--- config.mk ---
export PLATFORM = sky130hd
export DESIGN_NAME = uart_alu_requester
export DESIGN_NICKNAME = d
export VERILOG_FILES = /design/src/rtl/uart_alu_pkg.sv /design/src/rtl/uart_alu_requester_timeout_counter.sv /design/src/rtl/uart_alu_requester.sv
export SDC_FILE = /design/constraint.sdc
export NUM_CORES = 1
export LEC_CHECK = 0
export ABC_AREA = 1
export BUFFER_PORTS_ARGS = -buffer_cell sky130_fd_sc_hd__clkbuf_2
export CAP_MARGIN = 10
export CORE_ASPECT_RATIO = 1.75
export CORE_MARGIN = 4
export CORE_UTILIZATION = 50
export CTS_CLUSTER_SIZE = 30
export DETAILED_ROUTE_END_ITERATION = 12
export PLACE_DENSITY = 0.87
export SYNTH_ARGS = -nofsm -noshare
export SYNTH_HDL_FRONTEND = slang
export SYNTH_SLANG_ARGS = --single-unit
--- constraint.sdc ---
create_clock -name clk -period 1.41 [get_ports clk]
set_input_delay 0.282 -clock clk [delete_from_list [all_inputs] [get_ports clk]]
set_output_delay 0.282 -clock clk [all_outputs]
set_load 0.02 [all_outputs]
--- src/rtl/uart_alu_pkg.sv ---
// Shared definitions for the UART ALU command protocol: opcodes, frame byte
// order and the requester FSM state encoding.
package uart_alu_pkg;

  localparam int OP_W = 6;

  // ALU opcodes (shared with the responder and the ALU itself)
  localparam logic [OP_W-1:0] OP_ADD = 6'b100000;
  localparam logic [OP_W-1:0] OP_SUB = 6'b100010;
  localparam logic [OP_W-1:0] OP_AND = 6'b100100;
  localparam logic [OP_W-1:0] OP_OR  = 6'b100101;
  localparam logic [OP_W-1:0] OP_XOR = 6'b100110;
  localparam logic [OP_W-1:0] OP_NOR = 6'b100111;
  localparam logic [OP_W-1:0] OP_SRA = 6'b000011;
  localparam logic [OP_W-1:0] OP_SRL = 6'b000010;

  // Byte position on the wire: three command bytes out, one result back
  localparam int BYTE_OP  = 0;
  localparam int BYTE_A   = 1;
  localparam int BYTE_B   = 2;
  localparam int BYTE_RES = 3;

  // Requester FSM encoding
  localparam logic [2:0] ST_IDLE     = 3'd0;
  localparam logic [2:0] ST_SEND_OP  = 3'd1;
  localparam logic [2:0] ST_WAIT_OP  = 3'd2;
  localparam logic [2:0] ST_SEND_A   = 3'd3;
  localparam logic [2:0] ST_WAIT_A   = 3'd4;
  localparam logic [2:0] ST_SEND_B   = 3'd5;
  localparam logic [2:0] ST_WAIT_B   = 3'd6;
  localparam logic [2:0] ST_WAIT_RSP = 3'd7;

endpackage

--- src/rtl/uart_alu_requester_timeout_counter.sv ---
// Response watchdog: counts enabled cycles from a clear and flags the
// terminal count. Holds at the terminal count, so it never wraps.
module timeout_counter #(
  parameter int TIMEOUT_CYCLES = 1_000_000
) (
  input  logic clk,
  input  logic reset,
  input  logic clear,
  input  logic enable,
  output logic expired
);

  localparam int CW = $clog2(TIMEOUT_CYCLES);
  localparam logic [CW-1:0] TERM = CW'(TIMEOUT_CYCLES - 1);

  logic [CW-1:0] cnt_q;

  assign expired = (cnt_q == TERM);

  // Clear dominates; otherwise count while enabled until terminal count
  always_ff @(posedge clk or negedge reset) begin
    if (!reset)                 cnt_q <= '0;
    else if (clear)             cnt_q <= '0;
    else if (enable && !expired) cnt_q <= cnt_q + CW'(1);
  end

endmodule

--- src/rtl/uart_alu_requester.sv ---
// Host-side UART ALU initiator: sends op/A/B through the UART TX, then waits
// on the RX FIFO for one result byte or a timeout.
module uart_alu_requester
  import uart_alu_pkg::*;
#(
  parameter int NB_DATA        = 8,
  parameter int TIMEOUT_CYCLES = 1_000_000
) (
  input  logic               clk,
  input  logic               reset,
  input  logic               cmd_valid,
  input  logic [NB_DATA-3:0] cmd_op,
  input  logic [NB_DATA-1:0] cmd_a,
  input  logic [NB_DATA-1:0] cmd_b,
  output logic               cmd_ready,
  output logic               tx_start,
  output logic [NB_DATA-1:0] tx_data,
  input  logic               tx_done_tick,
  input  logic               rx_empty,
  input  logic [NB_DATA-1:0] rx_data,
  output logic               rx_rd,
  output logic               rsp_valid,
  output logic [NB_DATA-1:0] rsp_data,
  output logic               rsp_err,
  output logic               busy
);

  logic [2:0]         state_q, state_d;
  logic [NB_DATA-1:0] a_q, a_d, b_q, b_d;
  logic [NB_DATA-1:0] tx_data_q, tx_data_d;
  logic [NB_DATA-1:0] rsp_data_q, rsp_data_d;
  logic               rsp_valid_q, rsp_valid_d;
  logic               rsp_err_q, rsp_err_d;
  logic               rx_rd_c;
  logic               expired;

  // Watchdog only runs in WAIT_RSP; it is held clear everywhere else so it
  // starts from zero on entry.
  timeout_counter #(.TIMEOUT_CYCLES(TIMEOUT_CYCLES)) u_tmo (
    .clk    (clk),
    .reset  (reset),
    .clear  (state_q != ST_WAIT_RSP),
    .enable (rx_empty),
    .expired(expired)
  );

  // Next-state and datapath loads; a byte arriving on the terminal count
  // takes priority over the timeout.
  always_comb begin
    state_d     = state_q;
    a_d         = a_q;
    b_d         = b_q;
    tx_data_d   = tx_data_q;
    rsp_data_d  = rsp_data_q;
    rsp_valid_d = 1'b0;
    rsp_err_d   = 1'b0;
    rx_rd_c     = 1'b0;
    case (state_q)
      ST_IDLE: begin
        if (!rx_empty) begin
          rx_rd_c = 1'b1;                 // stale byte, discard
        end else if (cmd_valid) begin
          a_d       = cmd_a;
          b_d       = cmd_b;
          tx_data_d = {2'b00, cmd_op};
          state_d   = ST_SEND_OP;
        end
      end
      ST_SEND_OP: state_d = ST_WAIT_OP;
      ST_WAIT_OP: if (tx_done_tick) begin
        tx_data_d = a_q;
        state_d   = ST_SEND_A;
      end
      ST_SEND_A:  state_d = ST_WAIT_A;
      ST_WAIT_A:  if (tx_done_tick) begin
        tx_data_d = b_q;
        state_d   = ST_SEND_B;
      end
      ST_SEND_B:  state_d = ST_WAIT_B;
      ST_WAIT_B:  if (tx_done_tick) state_d = ST_WAIT_RSP;
      ST_WAIT_RSP: begin
        if (!rx_empty) begin
          rx_rd_c     = 1'b1;
          rsp_data_d  = rx_data;
          rsp_valid_d = 1'b1;
          state_d     = ST_IDLE;
        end else if (expired) begin
          rsp_err_d = 1'b1;
          state_d   = ST_IDLE;
        end
      end
      default: state_d = ST_IDLE;
    endcase
  end

  // State and output registers
  always_ff @(posedge clk or negedge reset) begin
    if (!reset) begin
      state_q     <= ST_IDLE;
      a_q         <= '0;
      b_q         <= '0;
      tx_data_q   <= '0;
      rsp_data_q  <= '0;
      rsp_valid_q <= 1'b0;
      rsp_err_q   <= 1'b0;
    end else begin
      state_q     <= state_d;
      a_q         <= a_d;
      b_q         <= b_d;
      tx_data_q   <= tx_data_d;
      rsp_data_q  <= rsp_data_d;
      rsp_valid_q <= rsp_valid_d;
      rsp_err_q   <= rsp_err_d;
    end
  end

  assign tx_start  = (state_q == ST_SEND_OP) || (state_q == ST_SEND_A) ||
                     (state_q == ST_SEND_B);
  assign tx_data   = tx_data_q;
  // No FIFO pops while reset is held
  assign rx_rd     = rx_rd_c & reset;
  assign rsp_valid = rsp_valid_q;
  assign rsp_data  = rsp_data_q;
  assign rsp_err   = rsp_err_q;
  assign busy      = (state_q != ST_IDLE);
  assign cmd_ready = (state_q == ST_IDLE) && rx_empty;

endmodule

== Yosys cells after proc, flatten, opt, wreduce, memory -nomap -nowiden ==
Index checks and enable logic that the tools add are counted.
Operators by class
  add/sub/neg operators: 1
  eq/ne operators: 15
  multiplexer cells: 21
  bitwise logic cells: 2
  reductions and logical operators: 14
Operator list (number)
  $mux W20: 2
  $mux W8: 4
  $pmux W3 S8: 1
  $pmux W8 S3: 1
  $mux W3: 7
  $add A20 B1 Y20 const B: 1
  $eq A20 B20 Y1 const B: 1
  $eq A3 B3 Y1 const B: 4
  $ne A2 B2 Y1 const B: 5
  $eq A3 B2 Y1 const B: 2
  $mux W1: 6
  $reduce_and A6 Y1: 1
  $reduce_bool A3 Y1: 2
  $reduce_and A5 Y1: 1
  $eq A3 B1 Y1 const B: 1
  $logic_not A3 Y1: 1
  $ne A3 B2 Y1 const B: 1
  $ne A3 B3 Y1 const B: 1
  $reduce_and A3 Y1: 1
  $logic_and A1 B1 Y1: 2
  $logic_or A1 B1 Y1: 2
  $reduce_and A2 Y1: 1
  $reduce_bool A2 Y1: 1
  $reduce_or A2 Y1: 1
  other kinds (3): 3
Storage, ports and cells
  register bits after elaboration: 57
  input port bits: 35
  output and inout port bits: 22
  word-level logic and storage cells: 61

== Longest topological paths before layout ==
Gate-level depths: netlist (run 1).
  word-level depth: 5
  depth in mapped cells: 10
  depth with buffers taken out: 9

== By module ==
A second synthesis (run 1) with hierarchy kept.
Second synthesis, totals
  cells, all modules: 409
  area total of the unflattened synthesis: 3153.0 um2
By module, submodules not included
  uart_alu_requester: instances 1, cells each 211, area an instance 1731.7 um2, sequential area each 925.9 um2
  timeout_counter: instances 1, cells each 198, area an instance 1421.4 um2, sequential area each 500.5 um2

== Worst setup path after synthesis (run 1) ==
No wires, ideal clock.
  path kind: flip-flop to flip-flop
  start point: register state_q[0]
  end point: register a_q[5]
  setup time: 125 ps
  data arrival time: 1460 ps
  required time: 1285 ps
  slack: -175 ps
  cell stages (with the launch flop): 8
  cells stage by stage: dfrtp_1 -> buf_6 -> nor2_4 -> nand2_2 -> nor2_4 -> nand2_4 -> buf_6 -> mux2_4
On the way
  word-level cells in the longest chain between the ends: 2
RTL lines
  start, declared: line uart_alu_requester.sv:28  | logic [2:0] state_q, state_d;
  start signal, assigned: line uart_alu_requester.sv:107  | state_q <= state_d;
  $logic_not A3 Y1: line uart_alu_requester.sv:58  | case (state_q)
  $reduce_and A3 Y1 (no source line)
  end signal, assigned: line uart_alu_requester.sv:100  | a_q <= '0;
  end signal, assigned: line uart_alu_requester.sv:108  | a_q <= a_d;
  end, declared: line uart_alu_requester.sv:29  | logic [NB_DATA-1:0] a_q, a_d, b_q, b_d;
No other way between the ends.
A chain may end at the register's enable or synchronous reset.

== Worst setup path after layout (run 1) ==
  start point: register u_tmo.cnt_q[0]
  end point: register u_tmo.cnt_q[0]
On the way
  word-level cells in the longest chain between the ends: 4
  elaborated cells between the ends (all ways): 7
  those cells by class: add/sub (1); eq/ne (1); mux (2); reduce/logical (3)
RTL lines
  start, declared: line uart_alu_requester_timeout_counter.sv:16  | logic [CW-1:0] cnt_q;
  start signal, assigned: line uart_alu_requester_timeout_counter.sv:24  | else if (enable && !expired) cnt_q <= cnt_q + CW'(1);
  parallel branches: the longest is 4 deep, another holds $add A20 B1 Y20
Several ways; the timed one is not identified. The select of a mux whose other input is x is not followed.

==> impl_metrics.yaml, run 1 <==
setup_path:
  reg2reg_from: "u_tmo.cnt_q[0]"
  cpMostUsedCell: "nor2_4"
  slowest_stage: "dfrtp_1"
  path_cells: "ha_4, nand2_4, nor2_4, nand4_1, nor2_2, nor2_4, nor2_4, buf_6, nand2_2, nand2_1"
  end_kind: "register"
  crit_fanout: 5
  worstSetupPathType: "register to register"
  crit_path_start: "u_tmo.cnt_q[0]"
  crit_arrival_ns: 2.21
  timing.critical_path.max_delay_family: "simple AND/OR/NAND/NOR gates"
  cp-start-kind: "register"
  path_buf_inv: 1
  slowest_delay_ns: 0.44
  crit_required_ns: 1.69
power_and_ir_drop:
  irDropWorstVdd_uv: 1690
  power_leakage_nw: 2.33
  power_mw: 9.01
  p_clk_frac: 0.190
  seq_power_share: 0.297
  p_sw_mw: 4.13
  swShare: 0.458
  comb_power_share: 0.513
  internal_power_mw: 4.88
  p_per_area_mw_per_mm2: 1890
sta:
  fin_crit_sh: 1.37
  min_period_ns: 1.93
  fmax_mhz: 518
  setup_tns_ns: -15.89
  finalMaxSlewViolations: 0
  rsz0062_at_grt: "true"
  hold_viol: 0
  setup_violations: 60
  relSlewSlack: 0.497
  finalClockSkew_ns: 0.0118
  tightest_slew_ns: 0.755
  fin_ws_ns: -0.520
min_path:
  hold_path.startpoint: "rx_data[3]"
  hold_path_class: "input pin to register"
drt:
  antenna_left: 0
  routed-via-count: 4031
  wire_per_inst_um: 26.6
  drt_first_iter_violations: 899
  wl_mm: 16.2
  firstDrtPassIters: 7
  route.detailed.drc: 0
  vias_per_cell: 6.63
placed_design:
  dpl.cell_count: 565
  globalplace.congestion: 0.974
  place_ws_ns: -0.0735
  io_buffers: 56
  hpwl_mm: 6.34
synth:
  syn_area_mm2: 0.00308
  synth_fp_nets: 431
  syn_area_per_cell_um2: 7.79
  syn-instance-count: 395
  seq_area_frac_synth: 0.464
  ys_ff_latch: 57
  ys_types: 29
  ys_warn_count: 0
flow_run:
  cap_violations: 0
finish:
  areaGrowthSynthToFinish_pct: 54.9
  fin_nets: 561
  nFillCells: 313
  layout-drive-gt1-share: 0.483
  layout_commonest_cell: "nand2_1"
  final_cell_mix: "nand2_1, dfrtp_1, clkbuf_2"
  fin_cells: 608
  post-route-util: 0.804
  antenna_cells: 0
grt:
  antenna_found_initial: 0
  grt_pass1_wl_mm: 18.9
  grt_pass1_vias: 3658
  grt_max_degree: 58
  grt_usage: 0.342
  overflow: 0
outcome:
  violations: "negative setup slack"
  status: "finished with violations"
clock_tree:
  cts_tree: "yes"
  clock_path_buffers: 2
  clk_pin_slew_ns: 0.08
  cts_sinks: 57
  numCtsBuffers: 9
  cts_max_level: 3
  cts-root-buf: "clkbuf_8"
  worst_skew_pair.late_latency_ns: 0.36
floorplanning:
  ios: 57
  die_area_mm2: 0.00752
  placementRows: 37
  initial_core_util: 0.519
  core_area_mm2: 0.00593
  die_x_um: 67.3
  die-height_um: 112
worst min-delay path, delay by kind of cell:
family                 cells  cell delay (ns)
AND/OR/NAND/NOR            2             0.11
buffers and inverters      1             0.08
cell type report:
class / count / area (um^2) / share of cell area
multi-input cells: 293 / 1890 / 0.397
flip-flops and latches: 57 / 1430 / 0.300
repair buffers: 127 / 966 / 0.203
clock buffers: 14 / 173 / 0.0362
inverters: 36 / 156 / 0.0328
well taps: 78 / 97.6 / 0.0205
clock inverters: 2 / 35.0 / 0.00735
repair inverters: 1 / 16.3 / 0.00341
repair_timing:
item | 4_1_cts | 5_1_grt
pin swaps | 6 | 35
gates cloned | 3 | 2
endpoints found under the hold margin | 0 | 0
endpoints found under the setup margin | 53 | 60
resized for setup | 47 | 119
buffers inserted | 8 | 16
hold buffers | 0 | 0
metrics by stage:
stage	instance area (um^2)	hold slack (ns)
after detailed placement	3760	0.466
after global placement	3760	0.454
after CTS	4280	0.135
final	4770	0.139
after floorplan	3130	-0.0136
after global routing	4770	0.139
layer usage:
metal	vias up	GRT usage	part of all wire
met2	494	0.574	0.47
li1	1510	-	-
met1	1836	0.353	0.30
met3	191	0.0868	0.13
met5	-	0	0
met4	0	0.244	0.10
flip-flops by register name (all words and copies together) (netlist names):
signal,flops
b_q,8
u_tmo.cnt_q,20
rsp_data,8
rsp_valid,1
tx_data,8
state_q,3
rsp_err,1
a_q,8
synthesized netlist by cell type (all sizes together):
master / number / area [um^2]
ha: 1 / 12.5
xor2: 12 / 105
inv: 36 / 135
nand4: 10 / 62.6
or2: 1 / 6.26
buf: 9 / 82.6
o21a: 1 / 7.51
o21ai: 12 / 60.1
o31ai: 1 / 12.5
nand3: 20 / 100
mux2: 7 / 86.3
nor3: 4 / 36.3
nand2: 144 / 556
nor2: 61 / 287
clkbuf: 1 / 3.75
o22ai: 2 / 12.5
a21oi: 15 / 75.1
dfrtp: 57 / 1430
a32o: 1 / 10.0
power by group through the flow:
| stage | sequential, mW | clock (mW) | combinational, mW |
|---|---|---|---|
| 5_1_grt | 2.67 | 1.80 | 4.75 |
| 3_3_place_gp | 2.43 | 0 | 2.35 |
| 4_1_cts | 2.44 | 1.62 | 2.91 |
| 6_report | 2.67 | 1.71 | 4.63 |
| 3_5_place_dp | 2.45 | 0 | 2.44 |
| 2_1_floorplan | 2.65 | 0 | 1.43 |
kinds of logic after synthesis:
logic type                 Yosys count  synth area share
AOI/OAI and AO/OA                   32            0.0577
xor gates and xnor gates            12            0.0342
adders and majority gates            1           0.00407
buffers and inverters               46            0.0720
DFF                                 57             0.464
muxes                                7            0.0281
and+or+nand+nor                    240             0.340
final timing paths:
kind | cells past startpoint | slack, ns | endpoint
max reg2reg | 10 | -0.52 | u_tmo.cnt_q[0]
min | 3 | 0.14 | rsp_data[3]
min reg2reg | 2 | 0.52 | rsp_data[3]
min in group asynchronous | 2 | 0.15 | rsp_data[0]
max in group asynchronous | 2 | 0.74 | state_q[2]
max | 10 | -0.52 | u_tmo.cnt_q[0]
Power figures use the tool's default switching activity.
==> inputs of run 2 (changes only) <==
Settings changed: PLACE_DENSITY 0.87 to not set, PLACE_DENSITY_LB_ADDON set to 0.2, SKIP_LAST_GASP set to 1.
==> run 2 against run 1 <==
  * Setup slack gained 0.26 ns
  * Maximum frequency grew 16%
  * Core utilization shrank 5.4 points
  * Worst hold slack lost 0.00087 ns
  * Cell area shrank 6.7%
  * Critical path type is now register to output pin
  * Combinational power shrank 33%
  * First-iteration DRC count shrank 72%
  * Sequential power shrank 8.6%
  * Sequential cell count is the same
  * Wire length shrank 44%
  * Global-route usage shrank 9.7 points
  * Sequential share of layout area grew 2.2 points
  * The run still ends with negative setup slack left
==> impl_metrics.yaml, run 2 (synthesized netlist as in run 1, its figures left out) <==
drt:
  wl_mm: 9.08
  drt_first_iter_violations: 251
  vias_per_cell: 5.21
  routed-via-count: 3134
  route.detailed.drc: 0
  firstDrtPassIters: 4
  wire_per_inst_um: 15.1
  antenna_left: 0
min_path:
  hold_path_class: "input pin to register"
  hold_path.startpoint: "rx_data[2]"
  holdPathStages: 3
power_and_ir_drop:
  internal_power_mw: 4.12
  p_sw_mw: 2.74
  seq_power_share: 0.355
  irDropWorstVdd_uv: 1200
  p_per_area_mw_per_mm2: 1540
  swShare: 0.400
  power_mw: 6.86
  p_clk_frac: 0.195
  comb_power_share: 0.450
  power_leakage_nw: 2.24
clock_tree:
  cts_sinks: 57
  numCtsBuffers: 9
  ctsHoldBuffers: 0
  clk_pin_slew_ns: 0.06
  cts_max_level: 3
  cts-root-buf: "clkbuf_8"
  clock_path_buffers: 2
  worst_skew_pair.late_latency_ns: 0.35
  cts_tree: "yes"
finish:
  final_cell_mix: "nand2_1, buf_4, dfrtp_1, clkbuf_2, nor2_1"
  fin_nets: 556
  areaGrowthSynthToFinish_pct: 44.5
  nFillCells: 473
  post-route-util: 0.750
  layout_commonest_cell: "nand2_1"
  largest_register_ffs: 20
  top_register: "u_tmo.cnt_q"
  seqCellArea_mm2: 0.00143
  antenna_cells: 0
  layout-drive-gt1-share: 0.426
  multi_input_area_mm2: 0.00171
grt:
  grt_pass1_vias: 3062
  grt_pass1_wl_mm: 13.8
  grt_max_degree: 58
  grt_usage: 0.244
  overflow: 0
  antenna_found_initial: 0
setup_path:
  path_buf_inv: 1
  crit_cells: 5
  slowest_delay_ns: 0.46
  reg2reg_from: "state_q[1]"
  r2r_cells: 9
  cpMostUsedCell: "nor2_4"
  cp-start-kind: "register"
  crit_arrival_ns: 1.38
  worstSetupPathType: "register to output pin"
  end_kind: "output pin"
  path_cells: "nor2_4, nand2_4, nor2_4, o21a_4, buf_8"
  crit_path_start: "state_q[1]"
  timing.critical_path.max_delay_family: "flip-flops"
  crit_required_ns: 1.13
  crit_fanout: 3
  slowest_stage: "dfrtp_2"
sta:
  finalMaxSlewViolations: 0
  setup_tns_ns: -7.45
  fin_crit_sh: 1.18
  setup_violations: 49
  rsz0062_at_grt: "true"
  fmax_mhz: 600
  hold_viol: 0
  hold_slack_ns: 0.138
  relSlewSlack: 0.507
  tightest_slew_ns: 0.740
  finalClockSkew_ns: 0.00984
  fin_ws_ns: -0.256
  min_period_ns: 1.67
floorplanning:
  die-height_um: 112
  initial_core_util: 0.519
  placementRows: 37
  ios: 57
  core_area_mm2: 0.00593
  die_x_um: 67.3
  die_area_mm2: 0.00752
outcome:
  status: "finished with violations"
  violations: "negative setup slack"
placed_design:
  io_buffers: 56
  hpwl_mm: 6.08
  globalplace.congestion: 0.986
flow_run:
  cap_violations: 0
## run 2: cell count changes in the layout (fill, tap and decap cells not counted), moves of 4 or more
cell / change
a21oi_1: +11
a21oi_2: -8
buf_6: -8
o21ai_2: -6
nor2_4: -5
o21ai_0: +5
buf_4: +4
nand2_2: +4
## run 2: cell type report
| type | instances | share of cell area |
|---|---|---|
| Clock buffer | 14 | 0.0366 |
| Tap cell | 78 | 0.0219 |
| Multi-Input combinational cell | 293 | 0.385 |
| Sequential cell | 57 | 0.322 |
| Timing Repair inverter | 1 | 0.00169 |
| Timing Repair Buffer | 122 | 0.201 |
| Inverter | 36 | 0.0310 |
## run 2: metrics by stage
step / area (um^2) / instances / worst slack (ns)
2_1_floorplan: 3130 / 395 / -0.167
3_3_place_gp: 3810 / 570 / -0.0317
3_5_place_dp: 3810 / 570 / -0.0956
4_1_cts: 4200 / 595 / -0.263
5_1_grt: 4450 / 601 / -0.305
6_report: 4450 / 601 / -0.256
## run 2: path summary, 6_finish.rpt
check,slack (ns),to
min in group asynchronous,0.15,rsp_err
max in group asynchronous,0.73,state_q[0]
hold reg to reg,0.47,rsp_data[2]
setup / recovery,-0.26,rx_rd
hold / removal,0.14,rsp_data[2]
setup reg to reg,-0.25,tx_data[5]
## run 2: power groups by stage
stage / combinational (mW) / sequential, mW / clock (mW)
CTS: 2.73 / 2.41 / 1.37
global route: 3.35 / 2.49 / 1.43
detailed placement: 2.44 / 2.44 / 0
finish: 3.09 / 2.44 / 1.34
global placement: 2.40 / 2.44 / 0
floorplan: 1.43 / 2.65 / 0
## run 2: repair_timing
| action | in CTS | in global routing |
|---|---|---|
| pin swaps | 9 | 8 |
| gates resized for setup | 41 | 54 |
| hold endpoints to repair | 0 | 0 |
| buffers inserted | 11 | 5 |
| cloned | 0 | 3 |
| setup endpoints to repair | 42 | 60 |
## run 2: metal layers
layer / track usage / routed length, um
met1: 0.247 / 3070
met2: 0.432 / 5100
met3: 0.0585 / 428
met4: 0.146 / 476
met5: 0 / 0
## run 2: worst register-to-register path, stage by stage, from the launching register on
cell	delay, ns
dfrtp_2	0.44
nor2_4	0.07
buf_4	0.14
buf_4	0.14
nand3_1	0.12
o31ai_4	0.11
nor2_4	0.17
clkinvlp_4	0.21
nand2_1	0.09
o21ai_1	0.06
